### config.mk
export PLATFORM = sky130hd
export DESIGN_NAME = store_buffer_flat
export DESIGN_NICKNAME = d
export VERILOG_FILES = /design/src/rtl/store_buffer_if.sv /design/src/rtl/store_buffer.sv /design/src/flat_wrapper.sv
export SDC_FILE = /design/constraint.sdc
export NUM_CORES = 1
export LEC_CHECK = 0
export ABC_AREA = 1
export CORE_MARGIN = 2
export CORE_UTILIZATION = 53
export DETAILED_ROUTE_END_ITERATION = 8
export GPL_TIMING_DRIVEN = 0
export PLACE_DENSITY_LB_ADDON = 0.1
export SLEW_MARGIN = 20
export SYNTH_ARGS = -nofsm -noshare
export SYNTH_HDL_FRONTEND = slang
export SYNTH_SLANG_ARGS = --single-unit
### constraint.sdc
create_clock -name clk -period 4.5 [get_ports clk]
set_input_delay 0.45 -clock clk [delete_from_list [all_inputs] [get_ports clk]]
set_output_delay 0.45 -clock clk [all_outputs]
set_load 0.005 [all_outputs]
### src/rtl/store_buffer_if.sv
// Signal bundle between the core write port, the store buffer and the data memory.
// The buffer uses the slave modport; the driving side (core/memory model) uses master.
interface store_buffer_if #(
    parameter int DEPTH = 4,
    parameter int AW    = 32,
    parameter int DW    = 32
);
    localparam int CW = $clog2(DEPTH) + 1;

    logic              MemWrite;
    logic [AW-1:0]     DataAdr;
    logic [DW-1:0]     WriteData;
    logic [DW/8-1:0]   ByteEn;
    logic              stall;
    logic              mem_valid;
    logic [AW-1:0]     mem_addr;
    logic [DW-1:0]     mem_wdata;
    logic [DW/8-1:0]   mem_be;
    logic              mem_ready;
    logic [AW-1:0]     ld_addr;
    logic              ld_hit;
    logic [DW-1:0]     ld_data;
    logic [DW/8-1:0]   ld_bvalid;
    logic              empty;
    logic [CW-1:0]     count;

    modport slave (
        input  MemWrite, DataAdr, WriteData, ByteEn, mem_ready, ld_addr,
        output stall, mem_valid, mem_addr, mem_wdata, mem_be,
               ld_hit, ld_data, ld_bvalid, empty, count
    );

    modport master (
        output MemWrite, DataAdr, WriteData, ByteEn, mem_ready, ld_addr,
        input  stall, mem_valid, mem_addr, mem_wdata, mem_be,
               ld_hit, ld_data, ld_bvalid, empty, count
    );
endinterface

### src/rtl/store_buffer.sv
// In-order FIFO store buffer draining core stores to memory over valid/ready.
// Define STORE_BUF_FWD_EN to build store-to-load forwarding; otherwise ld_* are tied 0.
module store_buffer #(
    parameter int DEPTH = 4,
    parameter int AW    = 32,
    parameter int DW    = 32
) (
    input  logic          clk,
    input  logic          reset,
    store_buffer_if.slave bus
);
    localparam int PW = $clog2(DEPTH);
    localparam int CW = PW + 1;
    localparam int BW = DW / 8;

    typedef struct packed {
        logic [AW-3:0] word;
        logic [DW-1:0] data;
        logic [BW-1:0] be;
    } entry_t;

    entry_t        buf_q [DEPTH];
    entry_t        new_entry;
    entry_t        head;
    logic [PW-1:0] wr_ptr_q, wr_ptr_d;
    logic [PW-1:0] rd_ptr_q, rd_ptr_d;
    logic [CW-1:0] count_q, count_d;
    logic          full, is_empty, push, pop;

    // Full/empty come from the count so equal pointers are never ambiguous.
    always_comb begin
        full      = (count_q == CW'(DEPTH));
        is_empty  = (count_q == '0);
        push      = bus.MemWrite && !full;
        pop       = !is_empty && bus.mem_ready;
        new_entry = '{word: bus.DataAdr[AW-1:2], data: bus.WriteData, be: bus.ByteEn};
        wr_ptr_d  = push ? wr_ptr_q + 1'b1 : wr_ptr_q;
        rd_ptr_d  = pop  ? rd_ptr_q + 1'b1 : rd_ptr_q;
        count_d   = count_q;
        if (push && !pop) begin
            count_d = count_q + 1'b1;
        end else if (pop && !push) begin
            count_d = count_q - 1'b1;
        end
    end

    always_ff @(posedge clk or negedge reset) begin
        if (!reset) begin
            wr_ptr_q <= '0;
            rd_ptr_q <= '0;
            count_q  <= '0;
        end else begin
            wr_ptr_q <= wr_ptr_d;
            rd_ptr_q <= rd_ptr_d;
            count_q  <= count_d;
        end
    end

    // NOTE: entry storage has no reset; every read of it is qualified by count_q.
    always_ff @(posedge clk) begin
        if (push) begin
            buf_q[wr_ptr_q] <= new_entry;
        end
    end

    assign head          = buf_q[rd_ptr_q];
    assign bus.stall     = full;
    assign bus.mem_valid = !is_empty;
    assign bus.mem_addr  = is_empty ? '0 : {head.word, 2'b00};
    assign bus.mem_wdata = is_empty ? '0 : head.data;
    assign bus.mem_be    = is_empty ? '0 : head.be;
    assign bus.empty     = is_empty;
    assign bus.count     = count_q;

`ifdef STORE_BUF_FWD_EN
    logic [PW-1:0] slot;
    logic [DW-1:0] fwd_data;
    logic [BW-1:0] fwd_be;
    logic          unused_ok;

    // Walk oldest to youngest so the youngest matching store wins each lane.
    always_comb begin
        fwd_data = '0;
        fwd_be   = '0;
        slot     = '0;
        for (int i = 0; i < DEPTH; i++) begin
            slot = rd_ptr_q + PW'(i);
            if ((CW'(i) < count_q) && (buf_q[slot].word == bus.ld_addr[AW-1:2])) begin
                for (int b = 0; b < BW; b++) begin
                    if (buf_q[slot].be[b]) begin
                        fwd_data[8*b +: 8] = buf_q[slot].data[8*b +: 8];
                        fwd_be[b]          = 1'b1;
                    end
                end
            end
        end
    end

    assign bus.ld_hit    = |fwd_be;
    assign bus.ld_data   = fwd_data;
    assign bus.ld_bvalid = fwd_be;
    assign unused_ok     = ^{bus.DataAdr[1:0], bus.ld_addr[1:0]};
`else
    logic unused_ok;

    assign bus.ld_hit    = 1'b0;
    assign bus.ld_data   = '0;
    assign bus.ld_bvalid = '0;
    assign unused_ok     = ^{bus.DataAdr[1:0], bus.ld_addr};
`endif

endmodule

### src/flat_wrapper.sv
// flat-port wrapper written by rule: the top's interface ports become plain ports
module store_buffer_flat 
#(
    parameter int DEPTH = 4,
    parameter int AW    = 32,
    parameter int DW    = 32
)
  (clk, reset, bus_MemWrite, bus_DataAdr, bus_WriteData, bus_ByteEn, bus_mem_ready, bus_ld_addr, bus_stall, bus_mem_valid, bus_mem_addr, bus_mem_wdata, bus_mem_be, bus_ld_hit, bus_ld_data, bus_ld_bvalid, bus_empty, bus_count);
  store_buffer_if #(.DEPTH(DEPTH), .AW(AW), .DW(DW)) bus_i ();
  input  logic clk;
  input  logic reset;
  input wire logic [$bits(bus_i.MemWrite)-1:0] bus_MemWrite;
  input wire logic [$bits(bus_i.DataAdr)-1:0] bus_DataAdr;
  input wire logic [$bits(bus_i.WriteData)-1:0] bus_WriteData;
  input wire logic [$bits(bus_i.ByteEn)-1:0] bus_ByteEn;
  input wire logic [$bits(bus_i.mem_ready)-1:0] bus_mem_ready;
  input wire logic [$bits(bus_i.ld_addr)-1:0] bus_ld_addr;
  output wire logic [$bits(bus_i.stall)-1:0] bus_stall;
  output wire logic [$bits(bus_i.mem_valid)-1:0] bus_mem_valid;
  output wire logic [$bits(bus_i.mem_addr)-1:0] bus_mem_addr;
  output wire logic [$bits(bus_i.mem_wdata)-1:0] bus_mem_wdata;
  output wire logic [$bits(bus_i.mem_be)-1:0] bus_mem_be;
  output wire logic [$bits(bus_i.ld_hit)-1:0] bus_ld_hit;
  output wire logic [$bits(bus_i.ld_data)-1:0] bus_ld_data;
  output wire logic [$bits(bus_i.ld_bvalid)-1:0] bus_ld_bvalid;
  output wire logic [$bits(bus_i.empty)-1:0] bus_empty;
  output wire logic [$bits(bus_i.count)-1:0] bus_count;
  assign bus_i.MemWrite = bus_MemWrite;
  assign bus_i.DataAdr = bus_DataAdr;
  assign bus_i.WriteData = bus_WriteData;
  assign bus_i.ByteEn = bus_ByteEn;
  assign bus_i.mem_ready = bus_mem_ready;
  assign bus_i.ld_addr = bus_ld_addr;
  assign bus_stall = bus_i.stall;
  assign bus_mem_valid = bus_i.mem_valid;
  assign bus_mem_addr = bus_i.mem_addr;
  assign bus_mem_wdata = bus_i.mem_wdata;
  assign bus_mem_be = bus_i.mem_be;
  assign bus_ld_hit = bus_i.ld_hit;
  assign bus_ld_data = bus_i.ld_data;
  assign bus_ld_bvalid = bus_i.ld_bvalid;
  assign bus_empty = bus_i.empty;
  assign bus_count = bus_i.count;
  store_buffer #(.DEPTH(DEPTH), .AW(AW), .DW(DW)) u_core (.clk(clk), .reset(reset), .bus(bus_i));
endmodule
==> results.py <==
metrics = {
    "finish": {
        "layout_common_cells": "inv_1 (279), nand2_1 (278), edfxtp_1 (264), clkdlybuf4s50_1 (141), nand3_1 (137)",
        "final_common_cell": "inv_1",
        "stdcell_count": 1662,
        "num-nets-final": 1471,
        "syn_to_final_growth_pct": 25.7,
        "fin_util_pct": 68.5,
        "drive_above_1_share_pct": 9.70,
        "diodes": 0,
    },
    "placed_design": {
        "hpwl_um": 17400,
        "placed_cells": 1612,
        "gp_congestion": 0.749,
        "place_ws_ns": 1.81,
        "io_buffers": 141,
    },
    "global_routing": {
        "antenna_found_initial": 1,
        "grt_first_pass_wirelength_um": 41300,
        "grt_max_degree": 24,
        "grt_pass1_vias": 8208,
        "grt_use_total_pct": 22.4,
        "grt_overflow": 0,
    },
    "drt": {
        "final_antenna_net_count": 0,
        "vias": 8065,
        "dr.pass1.iters": 6,
        "viasPerCell": 4.85,
        "drt_wl_total_um": 26600,
        "post-route-drc-count": 0,
        "wl_per_cell_um": 16.0,
        "drt_iter0_drc": 450,
    },
    "sta": {
        "setup_violations": 0,
        "min_period_over_period_pct": 66.5,
        "period_minus_slack_ns": 2.99,
        "tightest_slew_ns": 0.617,
        "drv_slew": 0,
        "finClkSkew_ns": 0.00625,
        "fmax_mhz": 334,
        "relSlewSlack_pct": 58.8,
        "setup_ws_ns": 1.51,
        "rsz0062_at_grt": "false",
        "finalHoldViolations": 0,
    },
    "clock_network": {
        "clkLatencyLatePin_ns": 0.53,
        "cts_hold_buffers": 0,
        "post_cts_buffers": 0,
        "h-tree-depth": 1,
        "ctsResizeCount": 0,
        "clk_pin_slew_worst_paths_ns": 0.06,
        "cts_made_buffers": 27,
        "cts_tree": "built",
        "clock-root-buffer": "clkbuf_16",
        "cts_buffer_depth": 3,
        "clock_sinks": 271,
    },
    "synth": {
        "syn_area_per_cell_um2": 10.5,
        "syn-cell-area_um2": 12000,
        "synth_cell_type_count": 20,
        "ys_seq_elements": 271,
        "syn_inst": 1140,
        "seq_area_frac_synth_pct": 67.7,
        "yosys_warnings": 0,
    },
    "worst_setup_path": {
        "startpoint_type": "flop",
        "critPathArrivalTime_ns": 2.54,
        "cp_max_fo": 10,
        "worstSetupPathType": "reg2out",
        "endpoint_kind": "primary output",
        "required_ns": 4.05,
    },
    "floorplan": {
        "die_y_um": 154,
        "core_area_um2": 22000,
        "die_w_um": 154,
        "start_util_pct": 54.5,
        "io_pins": 215,
        "rows": 54,
        "dieArea_um2": 23800,
    },
    "hold_path": {
        "hold_path_class": "in2async",
    },
    "power": {
        "total_power_mw": 9.70,
        "vdd_drop_max_v": 0.000429,
        "power_density_nw_per_um2": 645,
        "leakage_nw": 6.68,
    },
    "flow_run": {
        "max_cap_violations": 0,
    },
    "status": {
        "outcome": "complete, no violations",
    },
}
cell usage after synthesis (all sizes together):
library cell  number  area [µm²]
edfxtp           264        7930
ha                 5        62.6
fa                 1        20.0
nor2               4        15.0
a21oi             66         330
inv              281        1050
nand3            138         696
clkbuf            14        52.6
nand2            278        1040
conb               1        3.75
xnor2              2        17.5
o21ai              2        10.0
dfrtp              7         175
buf               76         547
nand4              1        6.26
critical path, stage by stage (launching register included):
cell and delay (ns):
dfrtp_1 0.45, inv_1 0.10, nand3_2 0.12, inv_1 0.13
buf_4 0.21, buf_2 0.21, a21oi_1 0.24, clkdlybuf4s50_1 0.55
per-stage QoR:
stage / TNS (ns) / hold WS [ns] / area, µm²
floorplan: 0 / 0.154 / 12100
global placement: -592.40 / 0.513 / 13900
detailed placement: 0 / 0.535 / 14200
CTS: 0 / 0.201 / 15000
global route: 0 / 0.222 / 15000
finish: 0 / 0.199 / 15000
metal layers:
metal / GRT usage, % / vias up / wire [µm]
li1: - / 3965 / -
met1: 27.1 / 3757 / 10700
met2: 40.5 / 293 / 13400
met3: 3.61 / 50 / 1870
met4: 8.32 / 0 / 692
met5: 0 / - / 0
layout make-up:
class                   count  area, µm²
flip-flops and latches    271       8100
fillers                  1656       6920
multi-input cells         536       2380
repair buffers            154       1720
inverters                 281       1050
clock buffers              32        694
plain buffers              90        599
well taps                 280        350
clock inverters            18        136
path summary, 6_finish.rpt:
kind | startpoint | endpoint | slack [ns] | depth (start not counted)
setup / recovery | u_core.bus.count[0] | bus_mem_addr[6] | 1.51 | 7
hold / removal | reset | u_core.bus.count[1] | 0.20 | 1
setup reg to reg | u_core.bus.count[0] | u_core.buf_q[0][27] | 2.11 | 7
hold reg to reg | u_core.wr_ptr_q[1] | u_core.wr_ptr_q[1] | 0.56 | 2
max in group asynchronous | reset | u_core.wr_ptr_q[1] | 4.05 | 1
min in group clk | bus_DataAdr[23] | u_core.buf_q[1][57] | 0.55 | 1
state kept, by name (all words and copies together), names as in the netlist:
signal            count
u_core.bus.count      3
u_core.buf_q        264
u_core.wr_ptr_q       2
u_core.rd_ptr_q       2
power breakdown:
| group | switching, mW | internal [mW] |
|---|---|---|
| combinational | 2.28 | 1.88 |
| sequential | 0.120 | 3.31 |
| clock | 0.897 | 1.21 |
| total | 3.30 | 6.40 |
kinds of logic (layout without fill, tap and decap cells):
kind of cell               count (synthesis)  count (layout)  synth area share, %
and+or+nand+nor                          421             421                 14.7
DFF                                      271             271                 67.7
other                                      1              39               0.0314
adders and majority gates                  6               6                0.690
buffers and inverters                    371             575                 13.8
AOI/OAI and AO/OA                         68              68                 2.85
xor gates and xnor gates                   2               2                0.146
Power figures use the tool's default switching activity.
